[src/rtl/reorder_buffer_pkg.sv]
// Shared constants for the reorder buffer: default widths, the reserved free tag,
// enable levels and the layout of per-entry status and payload words.
package reorder_buffer_pkg;

  localparam int ROB_DEPTH  = 16;
  localparam int ROB_TAG_W  = 5;
  localparam int ROB_NAME_W = 5;
  localparam int ROB_DATA_W = 32;

  // Tag 0 is never granted, so a zero tag on a result bus always means "no entry".
  localparam int TAG_FREE = 0;

  localparam logic ENABLE  = 1'b1;
  localparam logic DISABLE = 1'b0;

  // Status word per entry: control bits that are cleared by reset.
  localparam int ST_READY = 0;
  localparam int ST_BUSY  = 1;
  localparam int ST_W     = 2;

  // Payload word per entry: {name, data}, never reset.
  localparam int ENT_DATA_LSB = 0;

  function automatic int ent_name_lsb(input int data_w);
    return ENT_DATA_LSB + data_w;
  endfunction

  function automatic int ent_w(input int data_w, input int name_w);
    return ent_name_lsb(data_w) + name_w;
  endfunction

endpackage

[src/rtl/reorder_buffer_if.sv]
// Dispatch, result-bus and commit signals of the reorder buffer; the slave
// modport is the buffer itself, the master modport is its surroundings.
interface reorder_buffer_if #(
    parameter int TAG_W  = 5,
    parameter int NAME_W = 5,
    parameter int DATA_W = 32
);

    logic              disp_en;
    logic [NAME_W-1:0] disp_name;
    logic [TAG_W-1:0]  disp_tag;
    logic              full;

    logic              alu_en;
    logic [TAG_W-1:0]  alu_tag;
    logic [DATA_W-1:0] alu_data;

    logic              ls_en;
    logic [TAG_W-1:0]  ls_tag;
    logic [DATA_W-1:0] ls_data;

    logic              commit_en;
    logic [NAME_W-1:0] commit_name;
    logic [TAG_W-1:0]  commit_tag;
    logic [DATA_W-1:0] commit_data;

    modport slave (
        input  disp_en, disp_name,
        output disp_tag, full,
        input  alu_en, alu_tag, alu_data,
        input  ls_en, ls_tag, ls_data,
        output commit_en, commit_name, commit_tag, commit_data
    );

    modport master (
        output disp_en, disp_name,
        input  disp_tag, full,
        output alu_en, alu_tag, alu_data,
        output ls_en, ls_tag, ls_data,
        input  commit_en, commit_name, commit_tag, commit_data
    );

endinterface

[src/rtl/reorder_buffer_ptr_ctrl.sv]
// Head/tail/occupancy bookkeeping for the reorder buffer: decides whether a
// dispatch is accepted and advances the pointers on dispatch and retire.
module rob_ptr_ctrl
    import reorder_buffer_pkg::*;
#(
    parameter int DEPTH = ROB_DEPTH,
    parameter int PTR_W = $clog2(DEPTH)
) (
    input  logic             clk,
    input  logic             rst,
    input  logic             disp_en,
    input  logic             retire,
    output logic [PTR_W-1:0] head,
    output logic [PTR_W-1:0] tail,
    output logic             full,
    output logic             disp_ok
);

    localparam int CNT_W = $clog2(DEPTH + 1);

    logic [CNT_W-1:0] count;

    // Full looks at occupancy only, so a retire in the same cycle cannot free a slot early.
    assign full    = (count == CNT_W'(DEPTH));
    assign disp_ok = disp_en & ~full;

    always_ff @(posedge clk) begin
        if (rst) begin
            head  <= '0;
            tail  <= '0;
            count <= '0;
        end else begin
            if (disp_ok) tail <= tail + PTR_W'(1);
            if (retire)  head <= head + PTR_W'(1);
            case ({disp_ok, retire})
                2'b10:   count <= count + CNT_W'(1);
                2'b01:   count <= count - CNT_W'(1);
                default: count <= count;
            endcase
        end
    end

endmodule

[src/rtl/reorder_buffer.sv]
// In-order retirement buffer: grants rename tags, captures ALU/LS results by tag
// and writes retired results to the register file one entry per cycle.
module reorder_buffer
    import reorder_buffer_pkg::*;
#(
    parameter int DEPTH  = ROB_DEPTH,
    parameter int TAG_W  = ROB_TAG_W,
    parameter int NAME_W = ROB_NAME_W,
    parameter int DATA_W = ROB_DATA_W
) (
    input  logic           clk,
    input  logic           rst,
    reorder_buffer_if.slave rob
);

    localparam int PTR_W    = $clog2(DEPTH);
    localparam int NAME_LSB = ent_name_lsb(DATA_W);
    localparam int ENT_W    = ent_w(DATA_W, NAME_W);

    logic [ST_W-1:0]  stat [DEPTH];
    logic [ENT_W-1:0] ent  [DEPTH];

    logic [PTR_W-1:0] head, tail;
    logic             full, disp_ok, retire;

    logic [PTR_W-1:0] alu_idx, ls_idx;
    logic             alu_hit, ls_hit;

    logic [NAME_W-1:0] retire_name;
    logic [DATA_W-1:0] retire_data;

    logic              vld_p1;
    logic [NAME_W-1:0] commit_name_p1;
    logic [TAG_W-1:0]  commit_tag_p1;
    logic [DATA_W-1:0] commit_data_p1;

    rob_ptr_ctrl #(
        .DEPTH (DEPTH),
        .PTR_W (PTR_W)
    ) u_ptr (
        .clk     (clk),
        .rst     (rst),
        .disp_en (rob.disp_en),
        .retire  (retire),
        .head    (head),
        .tail    (tail),
        .full    (full),
        .disp_ok (disp_ok)
    );

    assign rob.full     = full;
    assign rob.disp_tag = TAG_W'(tail) + TAG_W'(1);

    // A tag is only honoured if it is non-free, in range and names a live entry.
    function automatic logic tag_valid(input logic [TAG_W-1:0] t);
        return (t != TAG_W'(TAG_FREE)) && (t <= TAG_W'(DEPTH));
    endfunction

    assign alu_idx = PTR_W'(rob.alu_tag - TAG_W'(1));
    assign ls_idx  = PTR_W'(rob.ls_tag - TAG_W'(1));

    assign alu_hit = rob.alu_en && tag_valid(rob.alu_tag) && stat[alu_idx][ST_BUSY];
    // On a shared tag the ALU result is the one kept.
    assign ls_hit  = rob.ls_en && tag_valid(rob.ls_tag) && stat[ls_idx][ST_BUSY]
                     && !(alu_hit && (rob.ls_tag == rob.alu_tag));

    assign retire      = stat[head][ST_BUSY] & stat[head][ST_READY];
    assign retire_name = ent[head][NAME_LSB +: NAME_W];
    assign retire_data = ent[head][ENT_DATA_LSB +: DATA_W];

    // Stage p0: entry status (reset) and payload capture (not reset).
    always_ff @(posedge clk) begin
        if (rst) begin
            for (int i = 0; i < DEPTH; i++) stat[i] <= '0;
        end else begin
            if (disp_ok) begin
                stat[tail][ST_BUSY]  <= ENABLE;
                stat[tail][ST_READY] <= DISABLE;
            end
            if (alu_hit) stat[alu_idx][ST_READY] <= ENABLE;
            if (ls_hit)  stat[ls_idx][ST_READY]  <= ENABLE;
            if (retire)  stat[head] <= '0;
        end
    end

    always_ff @(posedge clk) begin
        if (disp_ok) ent[tail][NAME_LSB +: NAME_W]     <= rob.disp_name;
        if (alu_hit) ent[alu_idx][ENT_DATA_LSB +: DATA_W] <= rob.alu_data;
        if (ls_hit)  ent[ls_idx][ENT_DATA_LSB +: DATA_W]  <= rob.ls_data;
    end

    // Stage p1: registered commit port; name 0 retires without a write.
    always_ff @(posedge clk) begin
        if (rst) begin
            vld_p1         <= DISABLE;
            commit_name_p1 <= '0;
            commit_tag_p1  <= '0;
            commit_data_p1 <= '0;
        end else begin
            vld_p1 <= retire && (retire_name != '0);
            if (retire) begin
                commit_name_p1 <= retire_name;
                commit_tag_p1  <= TAG_W'(head) + TAG_W'(1);
                commit_data_p1 <= retire_data;
            end
        end
    end

    assign rob.commit_en   = vld_p1;
    assign rob.commit_name = commit_name_p1;
    assign rob.commit_tag  = commit_tag_p1;
    assign rob.commit_data = commit_data_p1;

endmodule

[src/flat_wrapper.sv]
// flat-port wrapper written by rule: the top's interface ports become plain ports
module reorder_buffer_flat import reorder_buffer_pkg::*;
#(
    parameter int DEPTH  = ROB_DEPTH,
    parameter int TAG_W  = ROB_TAG_W,
    parameter int NAME_W = ROB_NAME_W,
    parameter int DATA_W = ROB_DATA_W
)
  (clk, rst, rob_disp_en, rob_disp_name, rob_disp_tag, rob_full, rob_alu_en, rob_alu_tag, rob_alu_data, rob_ls_en, rob_ls_tag, rob_ls_data, rob_commit_en, rob_commit_name, rob_commit_tag, rob_commit_data);
  reorder_buffer_if #(.TAG_W(TAG_W), .NAME_W(NAME_W), .DATA_W(DATA_W)) rob_i ();
  input  logic clk;
  input  logic rst;
  input wire logic [$bits(rob_i.disp_en)-1:0] rob_disp_en;
  input wire logic [$bits(rob_i.disp_name)-1:0] rob_disp_name;
  output wire logic [$bits(rob_i.disp_tag)-1:0] rob_disp_tag;
  output wire logic [$bits(rob_i.full)-1:0] rob_full;
  input wire logic [$bits(rob_i.alu_en)-1:0] rob_alu_en;
  input wire logic [$bits(rob_i.alu_tag)-1:0] rob_alu_tag;
  input wire logic [$bits(rob_i.alu_data)-1:0] rob_alu_data;
  input wire logic [$bits(rob_i.ls_en)-1:0] rob_ls_en;
  input wire logic [$bits(rob_i.ls_tag)-1:0] rob_ls_tag;
  input wire logic [$bits(rob_i.ls_data)-1:0] rob_ls_data;
  output wire logic [$bits(rob_i.commit_en)-1:0] rob_commit_en;
  output wire logic [$bits(rob_i.commit_name)-1:0] rob_commit_name;
  output wire logic [$bits(rob_i.commit_tag)-1:0] rob_commit_tag;
  output wire logic [$bits(rob_i.commit_data)-1:0] rob_commit_data;
  assign rob_i.disp_en = rob_disp_en;
  assign rob_i.disp_name = rob_disp_name;
  assign rob_disp_tag = rob_i.disp_tag;
  assign rob_full = rob_i.full;
  assign rob_i.alu_en = rob_alu_en;
  assign rob_i.alu_tag = rob_alu_tag;
  assign rob_i.alu_data = rob_alu_data;
  assign rob_i.ls_en = rob_ls_en;
  assign rob_i.ls_tag = rob_ls_tag;
  assign rob_i.ls_data = rob_ls_data;
  assign rob_commit_en = rob_i.commit_en;
  assign rob_commit_name = rob_i.commit_name;
  assign rob_commit_tag = rob_i.commit_tag;
  assign rob_commit_data = rob_i.commit_data;
  reorder_buffer #(.DEPTH(DEPTH), .TAG_W(TAG_W), .NAME_W(NAME_W), .DATA_W(DATA_W)) u_core (.clk(clk), .rst(rst), .rob(rob_i));
endmodule
[config.mk]
export PLATFORM = sky130hd
export DESIGN_NAME = reorder_buffer_flat
export DESIGN_NICKNAME = d
export VERILOG_FILES = /design/src/rtl/reorder_buffer_pkg.sv /design/src/rtl/reorder_buffer_if.sv /design/src/rtl/reorder_buffer_ptr_ctrl.sv /design/src/rtl/reorder_buffer.sv /design/src/flat_wrapper.sv
export SDC_FILE = /design/constraint.sdc
export NUM_CORES = 1
export LEC_CHECK = 0
export BUFFER_PORTS_ARGS = -buffer_cell sky130_fd_sc_hd__buf_2
export CAP_MARGIN = 20
export CORE_ASPECT_RATIO = 0.7
export CORE_MARGIN = 10
export CORE_UTILIZATION = 63
export CTS_CLUSTER_SIZE = 30
export DETAILED_ROUTE_END_ITERATION = 10
export PLACE_DENSITY = 0.88
export SLEW_MARGIN = 20
export SYNTH_ARGS = -nofsm -noshare
export SYNTH_HDL_FRONTEND = slang
export SYNTH_SLANG_ARGS = --single-unit
export TNS_END_PERCENT = 10
[constraint.sdc]
create_clock -name clk -period 5.1 [get_ports clk]
set_input_delay 0.255 -clock clk [delete_from_list [all_inputs] [get_ports clk]]
set_output_delay 0.255 -clock clk [all_outputs]
set_load 0.01 [all_outputs]
==> flow_metrics.tcl <==
set metrics [dict create \
    end_kind "flop" \
    ctsResizeCount 0 \
    fp.dieArea_mm2 0.06478 \
    worstHoldStart "rob_disp_name[4]" \
    first_iter_violations 3102 \
    ys_warn_count 0 \
    hold_class "input port to flop" \
    vias_per_cell 7.007 \
    rsz0062_at_grt "false" \
    drive_gt1_frac 0.4870 \
    synthesis.nets 2100 \
    maxCapViolCount 0 \
    syn-cell-area_mm2 0.03456 \
    die_h_um 216.0 \
    hpwl_um 52780 \
    wire_per_inst_um 31.92 \
    cts_buffer_depth 3 \
    clk_latency_ns 0.62 \
    postRouteWirelength_um 90850 \
    ant_nets 0 \
    pwr-share-seq 0.478 \
    cp-start-kind "flop" \
    root_buffer "clkbuf_16" \
    nets 2168 \
    fin_total_pwr_w 0.01299 \
    fmaxAchievable_ghz 0.2630 \
    ys_ff_latch 680 \
    slew_viol_final 0 \
    cts.sinks 680 \
    p_switching_w 0.003182 \
    finalSetupTns_ns 0 \
    grt_max_degree 102 \
    ys_types 59 \
    synth_edf_count 592 \
    area_delta_synth_final_pct 9.268 \
    crit-reg2reg-launch "u_core.stat[9][1]" \
    worstSetupPathType "flop to flop" \
    powerDensity_mw_per_mm2 344.0 \
    drc 0 \
    cts_setup_buffers 0 \
    required_ns 5.42 \
    relSlewSlack 0.2284 \
    design.core.area_mm2 0.05401 \
    clockPowerShare 0.373 \
    cts_tree "built" \
    ir_worst_vdd_uv 274.5 \
    antenna_found_initial 8 \
    syn_avg_cell_area_um2 17.33 \
    cts_max_level 3 \
    rows 71 \
    internal-power_w 0.009811 \
    yosysSeqAreaShare 0.5653 \
    worstPathMaxFanout 20 \
    initial_utilization 0.6399 \
    combPwrFrac 0.149 \
    num_vias 19940 \
    worst_pin_slew_ns 1.157 \
    cp-startpoint "u_core.stat[9][1]" \
    die_w_um 300.0 \
    dpl_worst_slack_ns 0.8227 \
    skew_ns 0.02227 \
    sw_frac_of_total 0.2449 \
    drt_pass1_iterations 9 \
    grtUsageTotal 0.2775 \
    period_needed_ns 3.803 \
    grt_pass1_vias 20020 \
    arrival_ns 4.12 \
    grt_pass1_wl_um 134100 \
    gp_congestion 0.9645 \
    syn_inst 1994 \
    async_reset_ff_frac 0 \
    leakage_nw 13.65 \
    report.final.hold_viol_count 0 \
    cts_made_buffers 66 \
    fin_ws_ns 1.297 \
    ioPinCount 133 \
    synth_top_flop_cell "edfxtp_1" \
    clk_pin_slew_worst_paths_ns 0.07 \
    min_period_over_period 0.7457 \
    finalSetupViolations 0 \
    grt-ovfl-total 0 \
    status "finished clean" \
    portBuffers 132 \
]
==> what timing repair did <==
item                       4_1_cts  5_1_grt
setup endpoints to repair        0        0
hold buffers                     3        0
hold endpoints to repair        40        0
==> logic make-up after synthesis <==
family,share of synthesized area
buffers and inverters,0.03258
AO/OA/AOI/OAI,0.02024
multiplexers,0.3345
flip-flops,0.5653
adder cells (fa/ha/maj),0.007964
AND/OR/NAND/NOR,0.03479
XOR/XNOR,0.004561
==> sequential cells by signal (all words and copies together), names as in the netlist, named ones only <==
signal / count
u_core.ent: 592
u_core.u_ptr.head: 3
u_core.rob.commit_name: 5
u_core.rob.commit_tag: 2
u_core.stat: 32
u_core.u_ptr.count: 5
u_core.rob.commit_data: 32
u_core.rob.commit_en: 1
u_core.u_ptr.tail: 4
==> cells in the mapped netlist (4+ instances only) <==
library cell,number,share of area
edfxtp_1,592,0.51
mux2_4,280,0.12
mux2_2,233,0.076
mux4_2,192,0.13
clkbuf_1,106,0.012
dfxtp_1,88,0.051
nor2_1,70,0.0076
nand2_1,56,0.0061
mux2i_1,41,0.012
buf_2,35,0.0051
buf_6,32,0.010
inv_1,31,0.0034
ha_1,22,0.0080
nor3_1,19,0.0028
nand3_1,18,0.0026
o21ai_0,13,0.0019
a21oi_1,10,0.0014
a221oi_1,10,0.0025
nand3_4,10,0.0051
xor2_1,10,0.0025
a21boi_0,9,0.0020
a31oi_1,9,0.0016
buf_1,9,0.00098
and3_1,8,0.0014
nand2b_1,8,0.0014
nor2b_1,8,0.0014
xnor2_1,8,0.0020
a311oi_1,7,0.0018
a221oi_2,6,0.0026
nand3_2,6,0.0017
o22ai_1,5,0.00091
nor3b_1,4,0.00087
==> metal layers <==
layer | global-route usage | wire [µm] | vias up
li1 | - | - | 8018
met1 | 0.3831 | 34590 | 10380
met2 | 0.4323 | 42780 | 1333
met3 | 0.07590 | 11130 | 203
met4 | 0.07304 | 2267 | 12
met5 | 0 | 80 | -
==> critical path: stages, from the launching register on <==
cell	delay [ns]
dfxtp_1	0.41
mux4_2	0.50
a21bo_4	0.20
nand4_2	0.13
o2111ai_4	0.43
nand3_2	0.70
nand2_2	0.81
buf_4	0.30
==> layout by cell type (no fill, tap or decap), drive strengths merged, types with 10 or more instances in the layout <==
cell type  netlist  layout
mux2i           41      41
edfxtp         592     592
xor2            10      10
o21ai           13      13
nand3           34      34
nor3            19      19
a21oi           10      10
mux2           513     513
clkinv           0      24
nand2           56      56
dfxtp           88      88
a221oi          16      16
clkbuf         106      83
buf             80     183
inv             31      36
mux4           192     192
ha              22      22
nor2            70      70
==> area by class of cell <==
class                      count  area, µm²
antenna                        3      7.507
clock buffer                  83       1747
clock inverter                36      334.1
fill                        3367      16250
inverter                      31      116.4
multi-input combinational   1097      13940
sequential                   680      19550
tap                          730      913.4
timing repair buffer         186       1151
==> power groups by stage <==
stage	Combinational, W	Sequential [W]	Clock, W
after floorplan	0.00144	0.00632	0
after global placement	0.00186	0.00632	0
after detailed placement	0.00192	0.00633	0
after CTS	0.00194	0.00621	0.00487
after global routing	0.00207	0.00622	0.00509
final	0.00194	0.00622	0.00484
==> through the flow <==
| stage | utilization | instances | hold WS [ns] | area, µm² |
|---|---|---|---|---|
| CTS | 0.6991 | 2843 | 0.004515 | 37760 |
| global route | 0.6991 | 2843 | 0.02447 | 37760 |
| detailed placement | 0.6600 | 2721 | 0.4682 | 35650 |
| finish | 0.6992 | 2846 | 0.02392 | 37770 |
| floorplan | - | 1994 | 0.3539 | 34560 |
| global placement | 0.6600 | 2721 | 0.4561 | 35650 |
==> worst paths after layout <==
path	slack (ns)	cells after the start	end
setup / recovery	1.30	7	u_core.ent[10][28]
hold / removal	0.02	1	u_core.ent[13][36]
setup reg to reg	1.30	7	u_core.ent[10][28]
hold reg to reg	0.49	2	u_core.rob.commit_data[26]
No activity file was read; power rests on OpenSTA's default activity.
